**src/rtl/serial_to_parallel_receiver.sv**
```systemverilog
// Purpose: deserialise a valid-qualified MSB-first serial stream into a WIDTH-bit word.
// Latency: dout/valid update on the edge that captures the last frame bit (visible next cycle).
// Backpressure: word held until ack; a frame arriving while held is dropped and flags overrun.
//
// Ports:
//   ck, reset       clock and synchronous active-high reset
//   din, vi         serial data bit and its valid (one contiguous frame per vi pulse)
//   ack             consumer acknowledge of the held word
//   dout, valid     held parallel word and its level-valid
//   busy            frame reception in progress
//   frame_err       one-cycle pulse when vi drops mid-frame
//   overrun         sticky: a frame started while a word was still held
//   parity_err      even-parity mismatch on the held word
// Optional feature macro: PARITY_EN (adds one trailing even-parity bit per frame).
module serial_to_parallel_receiver #(
  parameter int WIDTH = 8
) (
  input  logic             ck,
  input  logic             reset,
  input  logic             din,
  input  logic             vi,
  input  logic             ack,
  output logic [WIDTH-1:0] dout,
  output logic             valid,
  output logic             busy,
  output logic             frame_err,
  output logic             overrun,
  output logic             parity_err
);

  localparam int CW = $clog2(WIDTH + 2);
`ifdef PARITY_EN
  localparam int FLEN = WIDTH + 1;
`else
  localparam int FLEN = WIDTH;
`endif
  localparam logic [CW-1:0] LAST = CW'(FLEN - 1);

  typedef enum logic [2:0] {
    IDLE = 3'b001,
    RECV = 3'b010,
    HOLD = 3'b100
  } state_t;

  state_t           state, state_nxt;
  logic [CW-1:0]    cnt;
  logic [WIDTH-1:0] shift;
  logic [WIDTH-1:0] word;
  // Set when a frame was refused during HOLD; no new frame is accepted
  // until vi has been sampled low once.
  logic             wait_low;

  logic take_first, take_bit, finish, drop_valid, set_ovr, abort;

  always_ff @(posedge ck) begin
    if (reset) state <= IDLE;
    else       state <= state_nxt;
  end

  always_comb begin
    state_nxt  = state;
    take_first = 1'b0;
    take_bit   = 1'b0;
    finish     = 1'b0;
    drop_valid = 1'b0;
    set_ovr    = 1'b0;
    abort      = 1'b0;
    case (state)
      IDLE: begin
        if (vi && !wait_low) begin
          take_first = 1'b1;
          state_nxt  = RECV;
        end
      end
      RECV: begin
        if (vi) begin
          take_bit = 1'b1;
          if (cnt == LAST) begin
            finish    = 1'b1;
            state_nxt = HOLD;
          end
        end else begin
          abort     = 1'b1;
          state_nxt = IDLE;
        end
      end
      HOLD: begin
        if (ack) begin
          drop_valid = 1'b1;
          // Back-to-back start only for a fresh frame, not the tail of a refused one.
          if (vi && !wait_low) begin
            take_first = 1'b1;
            state_nxt  = RECV;
          end else begin
            state_nxt = IDLE;
          end
        end else if (vi) begin
          set_ovr = 1'b1;
        end
      end
      default: state_nxt = IDLE;
    endcase
  end

  assign busy = (state == RECV);

`ifdef PARITY_EN
  // On the final edge din is the parity bit; the data bits are all in shift.
  assign word = shift;

  always_ff @(posedge ck) begin
    if (reset)           parity_err <= 1'b0;
    else if (finish)     parity_err <= (^shift) ^ din;
    else if (drop_valid) parity_err <= 1'b0;
  end
`else
  assign word       = {shift[WIDTH-2:0], din};
  assign parity_err = 1'b0;
`endif

  always_ff @(posedge ck) begin
    if (reset) begin
      cnt       <= '0;
      shift     <= '0;
      dout      <= '0;
      valid     <= 1'b0;
      frame_err <= 1'b0;
      overrun   <= 1'b0;
      wait_low  <= 1'b0;
    end else begin
      frame_err <= abort;
      if (set_ovr) overrun <= 1'b1;

      if (!vi)          wait_low <= 1'b0;
      else if (set_ovr) wait_low <= 1'b1;

      if (take_first) begin
        shift <= {shift[WIDTH-2:0], din};
        cnt   <= CW'(1);
      end else if (take_bit) begin
        shift <= {shift[WIDTH-2:0], din};
        cnt   <= finish ? '0 : cnt + CW'(1);
      end else if (abort) begin
        cnt <= '0;
      end

      if (finish) begin
        dout  <= word;
        valid <= 1'b1;
      end else if (drop_valid) begin
        valid <= 1'b0;
      end
    end
  end

endmodule

```
**config.mk**
```make
export PLATFORM = sky130hd
export DESIGN_NAME = serial_to_parallel_receiver
export DESIGN_NICKNAME = d
export VERILOG_FILES = /design/src/rtl/serial_to_parallel_receiver.sv
export SDC_FILE = /design/constraint.sdc
export NUM_CORES = 1
export LEC_CHECK = 0
export CAP_MARGIN = 5
export CORE_MARGIN = 5
export CORE_UTILIZATION = 55
export DETAILED_ROUTE_END_ITERATION = 7
export PLACE_DENSITY = 0.82
export SLEW_MARGIN = 5
export SYNTH_ARGS = -nofsm -noshare
export SYNTH_HDL_FRONTEND = slang
export SYNTH_SLANG_ARGS = --single-unit
```
**constraint.sdc**
```tcl
create_clock -name ck -period 4 [get_ports ck]
set_input_delay 0.8 -clock ck [delete_from_list [all_inputs] [get_ports ck]]
set_output_delay 0.8 -clock ck [all_outputs]
set_load 0.02 [all_outputs]
```
## Word level (Yosys, flattened, before mapping)

Cells that the tools add are included.
W data, S select, Z words.

| word-level totals | value |
|---|---|
| bits in registers | 26 |
| latch bits | 0 |
| RAM bits | 0 |
| bits in read-only memories | 0 |
| output and inout bits | 13 |
| word-level logic and storage cells | 55 |
| memories | 0 |

| cells by class | value |
|---|---|
| $add $sub $neg | 1 |
| $mul | 0 |
| divide/modulo/power cells | 0 |
| $lt $le $gt $ge | 0 |
| eq/ne operators | 7 |
| shift-type cells | 0 |
| muxes and demuxes | 28 |
| bitwise logic cells | 1 |
| reduce and logical (&&, ||, !) cells | 9 |

Operators by type and width:

| kind | number |
|---|---|
| $mux W1 | 16 |
| $mux W7 | 2 |
| $mux W3 | 4 |
| $mux W4 | 3 |
| $pmux W3 S3 | 1 |
| $reduce_bool A2 Y1 | 3 |
| $add A4 B1 Y4 const B | 1 |
| $eq A4 B3 Y1 const B | 1 |
| $ne A2 B2 Y1 const B | 2 |
| $reduce_or A2 Y1 | 2 |
| $eq A3 B1 Y1 const B | 1 |
| $eq A3 B2 Y1 const B | 1 |
| $eq A3 B3 Y1 const B | 1 |
| $ne A3 B2 Y1 const B | 1 |
| $reduce_and A3 Y1 | 1 |
| $reduce_bool A3 Y1 | 1 |
| $mux W2 | 1 |
| $pmux W1 S2 | 1 |
| $logic_and A1 B1 Y1 | 1 |
| $logic_not A1 Y1 | 1 |
| $not A1 Y1 | 1 |

## Logic depth before layout (Yosys ltp)

Gate-level depths: netlist (run 1).

| logic depth | value |
|---|---|
| word-level depth | 7 |
| depth in mapped cells | 8 |
| gate-level depth less buffers | 5 |

## Worst setup path after synthesis (run 1)

OpenSTA, ideal clock, no wires.

| timing path | value |
|---|---|
| path type | register -> output |
| start | register state[1] |
| end | output port busy |
| arrival time | 0.998 ns |
| required time | 3.200 ns |
| setup slack | 2.202 ns |
| cell stages (with the launch flop) | 6 |
| path through | dfxtp_1 -> buf_6 -> inv_2 -> or3_1 -> buf_6 -> inv_6 |

| on the way | value |
|---|---|
| cells in the longest elaborated chain, start to end | 1 |

Ends and longest elaborated chain:

| what | line | text |
|---|---|---|
| start, declared | 45 | `state_t state, state_nxt;` |
| start signal, assigned | 57 | `else state <= state_nxt;` |
| $eq A3 B2 Y1 | 105 | `assign busy = (state == RECV);` |
| end, declared | 25 | `output logic busy,` |

No other way between the ends.

## Worst setup path in the final report (run 1)

Ends and elaborated chain as after synthesis.

==> results_dict.tcl, run 1 <==
set metrics [dict create \
    worstRegToRegCells 5 \
    post_cts_buffers 0 \
    drt_wl_total_um 2130 \
    finalClockSkew_ns 0.00223 \
    die_y_um 55.3 \
    stdcell_count 154 \
    final_layout_worst_hold_slack_ns 0.481 \
    highest_metal_layer_used_by_the_detailed_router "met4" \
    layout_worst_path_cycle_share_pct 71.4 \
    detail-route-antenna-nets 0 \
    timing.setup.critical_path_class "reg2out" \
    postSynth.topFlopCell "sky130_fd_sc_hd__dfxtp_1" \
    postSynthRegisterBits 26 \
    grt_first_pass_wirelength_um 3650 \
    grt_setup_unrepaired "false" \
    rr_startpoint "state[1]" \
    fmaxAchievable_ghz 0.350 \
    drt_pre_antenna_iters 4 \
    met3WireLength_um 67 \
    met1_length_um 991 \
    timing.final.crit_period_ns 2.85 \
    syn_to_final_growth_pct 13.4 \
    cts-hold-fix-buffers 0 \
    antenna-diode-count 0 \
    synth_top_cell_area_share_pct 46.2 \
    finalHoldViolCount 0 \
    setup_total_negative_slack_ns 0 \
    clock-sinks 26 \
    clock_root_cell "sky130_fd_sc_hd__clkbuf_4" \
    grt.total_usage_pct 14.5 \
    vias 841 \
    cts_max_path_buffers 2 \
    ys_warn_count 0 \
    slew_viol_final 0 \
    post_synth_num_cell_types 37 \
    r2r_slack_ns 2.14 \
    power.leakage_uw 0.000475 \
    timing.hold.worst.class "reg2reg" \
    via_per_inst 5.46 \
    seqCellArea_um2 520 \
    placementRows 16 \
    worstMarginPinSlew_ns 0.562 \
    place.gp.congestion 0.758 \
    worst-endpoint-required_ns 3.20 \
    p_per_area_mw_per_mm2 320 \
    initial_standard_cell_utilization_of_the_core_pct 57.5 \
    run_status "complete, no violations" \
    p_total_uw 409 \
    post_synth.cell_area_avg_um2 9.72 \
    share_of_layout_cells_above_drive_strength_1_pct 5.51 \
    crit_arrival_ns 2.05 \
    post_dp_cell_area_mm2 0.00126 \
    final_cell_mix "26 x sky130_fd_sc_hd__dfxtp_1, 16 x sky130_fd_sc_hd__clkdlybuf4s50_1, 15 x sky130_fd_sc_hd__mux2i_1" \
    cts.repair.resized 0 \
    power.ir.vdd_worst_uv 245 \
    count_of_flip_flops_with_a_built_in_enable_after_synthesis 0 \
    syn-cell-area_mm2 0.00113 \
    top_level_ports 18 \
    synth.top_cells.by_area "sky130_fd_sc_hd__dfxtp_1 46%, sky130_fd_sc_hd__mux2i_1 13%, sky130_fd_sc_hd__buf_6 4.0%" \
    finish.instance_area_mm2 0.00128 \
    setup_viol 0 \
    critPathMaxFanout 9 \
    async_flop_share_pct 0 \
    endpoint_kind "output port" \
    drv.max_cap_violation_count 0 \
    n_fill_cell 175 \
    maximum_number_of_pins_on_one_net_before_global_route_repair 14 \
    holdPathStages 2 \
    grt-ovfl-total 0 \
    cts_htree_levels 1 \
    cts-buffers-inserted 3 \
    synthesis.instances 116 \
    numPlacedInstances 151 \
    hold_path.startpoint "shift[6]" \
    layout.nets 135 \
    worstSkewPairLatency_ns 0.30 \
    die_width_um 55.3 \
    worst_setup_hold_path_clk_slew_ns 0.12 \
    core_area_mm2 0.00196 \
    synth_fp_nets 122 \
    antenna_found_initial 0 \
    wl_met2_um 1070 \
    port_buffers 16 \
    post_synthesis_sequential_area_ratio_pct 46.2 \
    total_half_perimeter_wirelength_after_legalization_and_detailed_placement_um 1580 \
    dr.first_iter.drc_count 16 \
    multi_input_area_um2 522 \
    whs_endpoint "shift[6]" \
    floorplan.die_area_mm2 0.00306 \
    detail_route.wl_per_cell_um 13.9 \
    r2r-end "shift[0]" \
    grt_pass1_vias 843 \
    cts_tree "yes" \
    synth.largest_area_cell "sky130_fd_sc_hd__dfxtp_1" \
    leading_cell_type_in_the_layout_fill_and_taps_excluded "sky130_fd_sc_hd__dfxtp_1" \
    drc 0 \
    slew-limit-headroom_pct 62.2 \
    setup.worst_path.start_class "register" \
]
## worst max path at each step
stage | endpoint | cells after the start | slack, ns | start
finish | busy | 4 | 1.15 | state[1]
global route | busy | 4 | 1.05 | state[1]
CTS | busy | 4 | 1.14 | state[1]
detailed placement | dout[2] | 5 | 1.27 | vi
global placement | dout[7] | 5 | 1.33 | vi
floorplan | busy | 5 | 2.20 | state[1]
## layout make-up
type	instances	area share, %
timing repair buffer	16	12.5
multi-input combinational	78	40.8
sequential	26	40.7
tap	27	2.64
inverter	4	1.57
clock buffer	3	1.76
## cells in the mapped netlist, drive strengths merged, types with 3 or more instances
master  count
dfxtp      26
mux2i      15
nor2       12
nand2      11
a21oi       6
buf         6
inv         4
a31oi       3
nand2b      3
nand3b      3
## logic make-up (layout without fill, tap and decap cells)
group                    count (synthesis)  after routing  share of synthesized area [%]
other                                    1              1                          0.333
AND/OR/NAND/NOR                         42             42                           19.6
XOR/XNOR                                 1              1                          0.777
buffers and inverters                   12             23                           7.55
multiplexers                            15             15                           13.3
AO/OA/AOI/OAI                           18             18                           11.1
flip-flops                              26             26                           46.2
adder cells (fa/ha/maj)                  1              1                           1.11
## critical path, cell delays in order (launching register included)
cell,delay (ns)
sky130_fd_sc_hd__dfxtp_1,0.51
sky130_fd_sc_hd__inv_2,0.06
sky130_fd_sc_hd__or3_1,0.48
sky130_fd_sc_hd__inv_6,0.10
sky130_fd_sc_hd__clkdlybuf4s50_1,0.60
## metrics by stage
step / util, % / setup WS (ns)
floorplan: - / 2.20
detailed placement: 64.0 / 1.27
global placement: 64.0 / 1.33
CTS: 65.2 / 1.14
finish: 65.2 / 1.15
global route: 65.2 / 1.05
## layer usage
layer / up-vias / track usage, %
met2: 13 / 24.8
li1: 425 / -
met4: 0 / 5.90
met3: 2 / 2.56
met1: 401 / 17.8
met5: - / 0
## flip-flops by register name, summed over array words and instances (netlist names)
register / flops
dout: 8
shift: 7
cnt: 4
state: 3
frame_err: 1
overrun: 1
valid: 1
wait_low: 1
## power by group
part / switching, uW / internal, uW / leakage [uW]
clock network: 67.1 / 35.1 / 0.0000138
registers: 6.65 / 264 / 0.000210
logic: 20.1 / 16.9 / 0.000251
(Power assumes the default switching activity.)
==> run 2, diff against run 1 <==
--- a/config.mk
+++ b/config.mk
@@ -7,9 +7,9 @@
 export LEC_CHECK = 0
 export CAP_MARGIN = 5
 export CORE_MARGIN = 5
-export CORE_UTILIZATION = 55
+export CORE_UTILIZATION = 51
 export DETAILED_ROUTE_END_ITERATION = 7
-export PLACE_DENSITY = 0.82
+export PLACE_DENSITY = 0.77
 export SLEW_MARGIN = 5
 export SYNTH_ARGS = -nofsm -noshare
 export SYNTH_HDL_FRONTEND = slang
==> constraint.sdc (replaced) <==
create_clock -name ck -period 2.95 [get_ports ck]
set_input_delay 0.59 -clock ck [delete_from_list [all_inputs] [get_ports ck]]
set_output_delay 0.59 -clock ck [all_outputs]
set_load 0.02 [all_outputs]
==> run 2 against run 1 <==
Compared with the run above: hold slack improved by 0.0038 ns; critical path depth unchanged; global-route usage decreased by 1.3 points; via count increased by 0.59%; critical path type unchanged.
==> results_dict.tcl, run 2 (synthesis results as in run 1) <==
set metrics [dict create \
    grt_first_pass_wirelength_um 3480 \
    timing.hold.worst.class "reg2reg" \
    slew_viol_final 0 \
    stdcell_count 156 \
    largest_registers "dout: 8 flops, shift: 7 flops, cnt: 4 flops" \
    top_level_ports 18 \
    initial_standard_cell_utilization_of_the_core_pct 52.0 \
    drt_pre_antenna_iters 4 \
    worst-endpoint-required_ns 2.36 \
    clock_root_cell "sky130_fd_sc_hd__clkbuf_4" \
    grt_setup_unrepaired "false" \
    n_fill_cell 211 \
    power.leakage_uw 0.000482 \
    finalHoldViolCount 0 \
    detail_route.wl_per_cell_um 13.7 \
    final_cell_mix "26 x sky130_fd_sc_hd__dfxtp_1, 16 x sky130_fd_sc_hd__clkdlybuf4s50_1, 15 x sky130_fd_sc_hd__mux2i_1" \
    drv.max_cap_violation_count 0 \
    detail-route-antenna-nets 0 \
    vias 846 \
    path_buf_inv 3 \
    finish.instance_area_mm2 0.00129 \
    drt_wl_total_um 2130 \
    maximum_number_of_pins_on_one_net_before_global_route_repair 15 \
    cts-hold-fix-buffers 0 \
    cts_tree "yes" \
    setup_viol 0 \
    p_per_area_mw_per_mm2 458 \
    place.gp.congestion 0.814 \
    fmaxAchievable_ghz 0.376 \
    share_of_layout_cells_above_drive_strength_1_pct 6.25 \
    via_per_inst 5.42 \
    layout_worst_path_cycle_share_pct 90.2 \
    placementRows 17 \
    critPathTopFamily "buffers and inverters" \
    crit_arrival_ns 2.07 \
    core_area_mm2 0.00217 \
    post-place-ws_ns 0.424 \
    run_status "complete, no violations" \
    r2r_slack_ns 1.08 \
    worstPathCellList "inv_2 -> or3_1 -> inv_6 -> clkdlybuf4s50_1" \
    syn_to_final_growth_pct 14.8 \
    worst_path_largest_cell_delay_ns 0.60 \
    finalWorstSetupSlack_ns 0.289 \
    cts_max_path_buffers 2 \
    register_bank_with_the_most_flops "dout" \
    setup.worst_path.start_class "register" \
    port_buffers 16 \
    timing.final.crit_period_ns 2.66 \
    clock-sinks 26 \
    timing.setup.critical_path_class "reg2out" \
    power.ir.vdd_worst_uv 263 \
    dr.first_iter.drc_count 6 \
    cts-buffers-inserted 3 \
    die_y_um 57.0 \
    worstSkewPairLatency_ns 0.31 \
    numPlacedInstances 152 \
    floorplan.die_area_mm2 0.00325 \
    die_width_um 57.0 \
    critPathMaxFanout 9 \
    largest_register_ffs 8 \
    grt.total_usage_pct 13.2 \
    cts_htree_levels 1 \
    worstMarginPinSlew_ns 0.542 \
    post_dp_cell_area_mm2 0.00126 \
    slew-limit-headroom_pct 63.6 \
    drc 0 \
    grt_pass1_vias 845 \
    endpoint_kind "output port" \
    post_cts_buffers 0 \
    grt-ovfl-total 0 \
    layout.nets 135 \
    setup_total_negative_slack_ns 0 \
    final_layout_worst_hold_slack_ns 0.484 \
    antenna_found_initial 0 \
    antenna-diode-count 0 \
    finalClockSkew_ns 0.00318 \
    cts.repair.resized 0 \
    critical-path-slowest-cell "sky130_fd_sc_hd__clkdlybuf4s50_1" \
    total_half_perimeter_wirelength_after_legalization_and_detailed_placement_um 1580 \
    leading_cell_type_in_the_layout_fill_and_taps_excluded "sky130_fd_sc_hd__dfxtp_1" \
    worst_setup_hold_path_clk_slew_ns 0.13 \
]
-- run 2: changes by cell type in the layout (fill, tap and decap cells not counted) --
| cell | change |
|---|---|
| sky130_fd_sc_hd__clkbuf_8 | +1 |
-- run 2: through the flow --
| step | utilization, % | power (uW) |
|---|---|---|
| finish | 59.6 | 593 |
| global route | 59.6 | 618 |
| CTS | 59.6 | 597 |
| detailed placement | 58.0 | 424 |
| global placement | 58.0 | 423 |
| floorplan | - | 416 |
-- run 2: layer usage --
layer	GRT usage, %	share of wire [%]
met4	5.96	1.1
met3	3.17	3.8
met1	15.1	46
met2	23.3	49
met5	0	0
-- run 2: final timing paths --
path	startpoint	to	cells after the start
hold / removal	shift[6]	shift[6]	2
setup reg to reg	state[1]	shift[1]	5
setup / recovery	state[1]	busy	4
hold reg to reg	shift[6]	shift[6]	2
-- run 2: cell type report --
class	instances	area, um2	share of cell area (%)
Tap cell	28	35.0	2.71
Sequential cell	26	520	40.2
Inverter	4	20.0	1.55
Multi-Input combinational cell	78	522	40.3
Timing Repair Buffer	16	160	12.4
Clock buffer	4	36.3	2.80
-- run 2: worst register-to-register path: stages (launching register included) --
cell                      delay, ns
sky130_fd_sc_hd__dfxtp_1       0.52
sky130_fd_sc_hd__inv_2         0.06
sky130_fd_sc_hd__or3_1         0.48
sky130_fd_sc_hd__inv_6         0.10
sky130_fd_sc_hd__o31a_1        0.41
sky130_fd_sc_hd__mux2i_1       0.24
-- run 2: power by group --
part | total, uW | internal [uW] | switching (uW)
clock network | 176 | 75.3 | 101
logic | 50.0 | 22.9 | 27.0
registers | 367 | 358 | 9.13
==> run 3, diff against run 2 <==
--- a/config.mk
+++ b/config.mk
@@ -10,6 +10,7 @@
 export CORE_UTILIZATION = 51
 export DETAILED_ROUTE_END_ITERATION = 7
 export PLACE_DENSITY = 0.77
+export SETUP_SLACK_MARGIN = 0.4
 export SLEW_MARGIN = 5
 export SYNTH_ARGS = -nofsm -noshare
 export SYNTH_HDL_FRONTEND = slang
==> run 3 against run 2 <==
Compared with the run above: worst setup slack gained 0.19 ns; cell count is the same; global-route usage is essentially flat; hold slack gained 0.0011 ns; routed wire length grew 0.94%; count of clock-buffer cells in the layout is the same; critical endpoint unchanged; largest cell class unchanged.
==> results_dict.tcl, run 3 (synthesis results as in run 1) <==
set metrics [dict create \
    run_status "complete, no violations" \
    share_of_layout_cells_above_drive_strength_1_pct 7.81 \
    grt.total_usage_pct 13.2 \
    layout_worst_path_cycle_share_pct 83.9 \
    met2_usage_in_global_routing_pct 23.8 \
    grt_pass1_vias 842 \
    syn_to_final_growth_pct 15.3 \
    clock_root_cell "sky130_fd_sc_hd__clkbuf_4" \
    p_per_area_mw_per_mm2 456 \
    setup.worst_path.start_class "register" \
    cts-buffers-inserted 3 \
    seqPwrFrac_pct 62.0 \
    placementRows 17 \
    drv.max_cap_violation_count 0 \
    finalWorstSetupSlack_ns 0.476 \
    worstMarginPinSlew_ns 0.544 \
    top_usage_layer "met2" \
    place.gp.congestion 0.814 \
    setup_total_negative_slack_ns 0 \
    setup_viol 0 \
    drt_pre_antenna_iters 4 \
    critPathTopFamily "buffers and inverters" \
    worstSkewPairLatency_ns 0.31 \
    numPlacedInstances 152 \
    clock-sinks 26 \
    critical-path-slowest-cell "sky130_fd_sc_hd__clkdlybuf4s50_1" \
    layout.nets 135 \
    dr.first_iter.drc_count 7 \
    swShare_pct 23.0 \
    post-place-ws_ns 0.424 \
    grt-ovfl-total 0 \
    post_dp_cell_area_mm2 0.00126 \
    timing.hold.worst.class "reg2reg" \
    cts_tree "yes" \
    detail_route.wl_per_cell_um 13.8 \
    core_area_mm2 0.00217 \
    path_buf_inv 3 \
    top_level_ports 18 \
    largest_registers "dout: 8 flops, shift: 7 flops, cnt: 4 flops" \
    worst_setup_hold_path_clk_slew_ns 0.13 \
    port_buffers 16 \
    critPathMaxFanout 9 \
    vias 843 \
    gr-usage-met1_pct 15.0 \
    die_y_um 57.0 \
    register_bank_with_the_most_flops "dout" \
    power.ir.vdd_worst_uv 260 \
    drt_wl_total_um 2150 \
    p_int_uw 457 \
    switching_power_of_the_nets_uw 136 \
    drc 0 \
    antenna-diode-count 0 \
    n_fill_cell 213 \
    post_cts_buffers 0 \
    finish.instance_area_mm2 0.00130 \
    finalClockSkew_ns 0.00642 \
    detail-route-antenna-nets 0 \
    largest_register_ffs 8 \
    via_per_inst 5.40 \
    floorplan.die_area_mm2 0.00325 \
    maximum_number_of_pins_on_one_net_before_global_route_repair 15 \
    power_frac_clock_pct 29.5 \
    slew_viol_final 0 \
    timing.final.crit_period_ns 2.47 \
    worstPathCellList "inv_2 -> or3_4 -> inv_6 -> clkdlybuf4s50_1" \
    finalHoldViolCount 0 \
    stdcell_count 156 \
    cts-hold-fix-buffers 0 \
    die_width_um 57.0 \
    fmaxAchievable_ghz 0.404 \
    worst_path_largest_cell_delay_ns 0.60 \
    power.leakage_uw 0.000484 \
    timing.setup.critical_path_class "reg2out" \
    slew-limit-headroom_pct 63.4 \
    initial_standard_cell_utilization_of_the_core_pct 52.0 \
    p_comb_share_pct 8.5 \
    cts_htree_levels 1 \
    cts.repair.resized 2 \
    worst-endpoint-required_ns 2.36 \
    crit_arrival_ns 1.88 \
    endpoint_kind "output port" \
    cts_max_path_buffers 2 \
    grt_setup_unrepaired "false" \
    leading_cell_type_in_the_layout_fill_and_taps_excluded "sky130_fd_sc_hd__dfxtp_1" \
    total_half_perimeter_wirelength_after_legalization_and_detailed_placement_um 1580 \
    use_met3_pct 2.94 \
    grt_first_pass_wirelength_um 3480 \
    final_cell_mix "25 x sky130_fd_sc_hd__dfxtp_1, 16 x sky130_fd_sc_hd__clkdlybuf4s50_1, 15 x sky130_fd_sc_hd__mux2i_1" \
    antenna_found_initial 0 \
    p_total_uw 593 \
]
run 3: changes by cell type in the layout (fill, tap and decap cells not counted):
cell / change
sky130_fd_sc_hd__dfxtp_1: -1
sky130_fd_sc_hd__dfxtp_2: +1
sky130_fd_sc_hd__or3_1: -1
sky130_fd_sc_hd__or3_4: +1
run 3: worst reg2reg max path: stages, from the launching register on:
cell and delay, ns:
sky130_fd_sc_hd__dfxtp_1 0.42, sky130_fd_sc_hd__and4bb_1 0.39, sky130_fd_sc_hd__and4b_1 0.54, sky130_fd_sc_hd__mux2i_1 0.24, sky130_fd_sc_hd__nor2_1 0.06
run 3: power groups by stage:
stage | logic (uW) | registers (uW) | clock network [uW]
floorplan | 48.1 | 368 | 0
global placement | 48.8 | 374 | 0
detailed placement | 50.3 | 374 | 0
CTS | 50.9 | 367 | 180
global route | 54.2 | 369 | 195
finish | 50.6 | 367 | 175
run 3: layout make-up:
class / count / area, um2 / share of cell area (%)
sequential: 26 / 522 / 40.1
timing repair buffer: 16 / 160 / 12.3
tap: 28 / 35.0 / 2.69
clock buffer: 4 / 36.3 / 2.79
inverter: 4 / 20.0 / 1.54
multi-input combinational: 78 / 527 / 40.5
run 3: layer usage:
metal  share of wire (%)  up-vias
li1                    -      427
met1                  45      397
met2                  50       17
met3                 4.3        2
met4                 1.1        0
met5                   0        -
run 3: final timing paths:
kind,from,endpoint,slack [ns],depth (start not counted)
worst max register to register,state[0],dout[7],1.18,4
worst max-delay path,state[1],busy,0.48,4
worst min register to register,shift[6],shift[6],0.49,2
worst min-delay path,shift[6],shift[6],0.49,2
run 3: stage by stage:
step                hold WS (ns)  util (%)
global placement           0.449      58.0
finish                     0.486      59.9
CTS                        0.486      59.9
global route               0.508      59.9
floorplan                  0.434         -
detailed placement         0.467      58.0
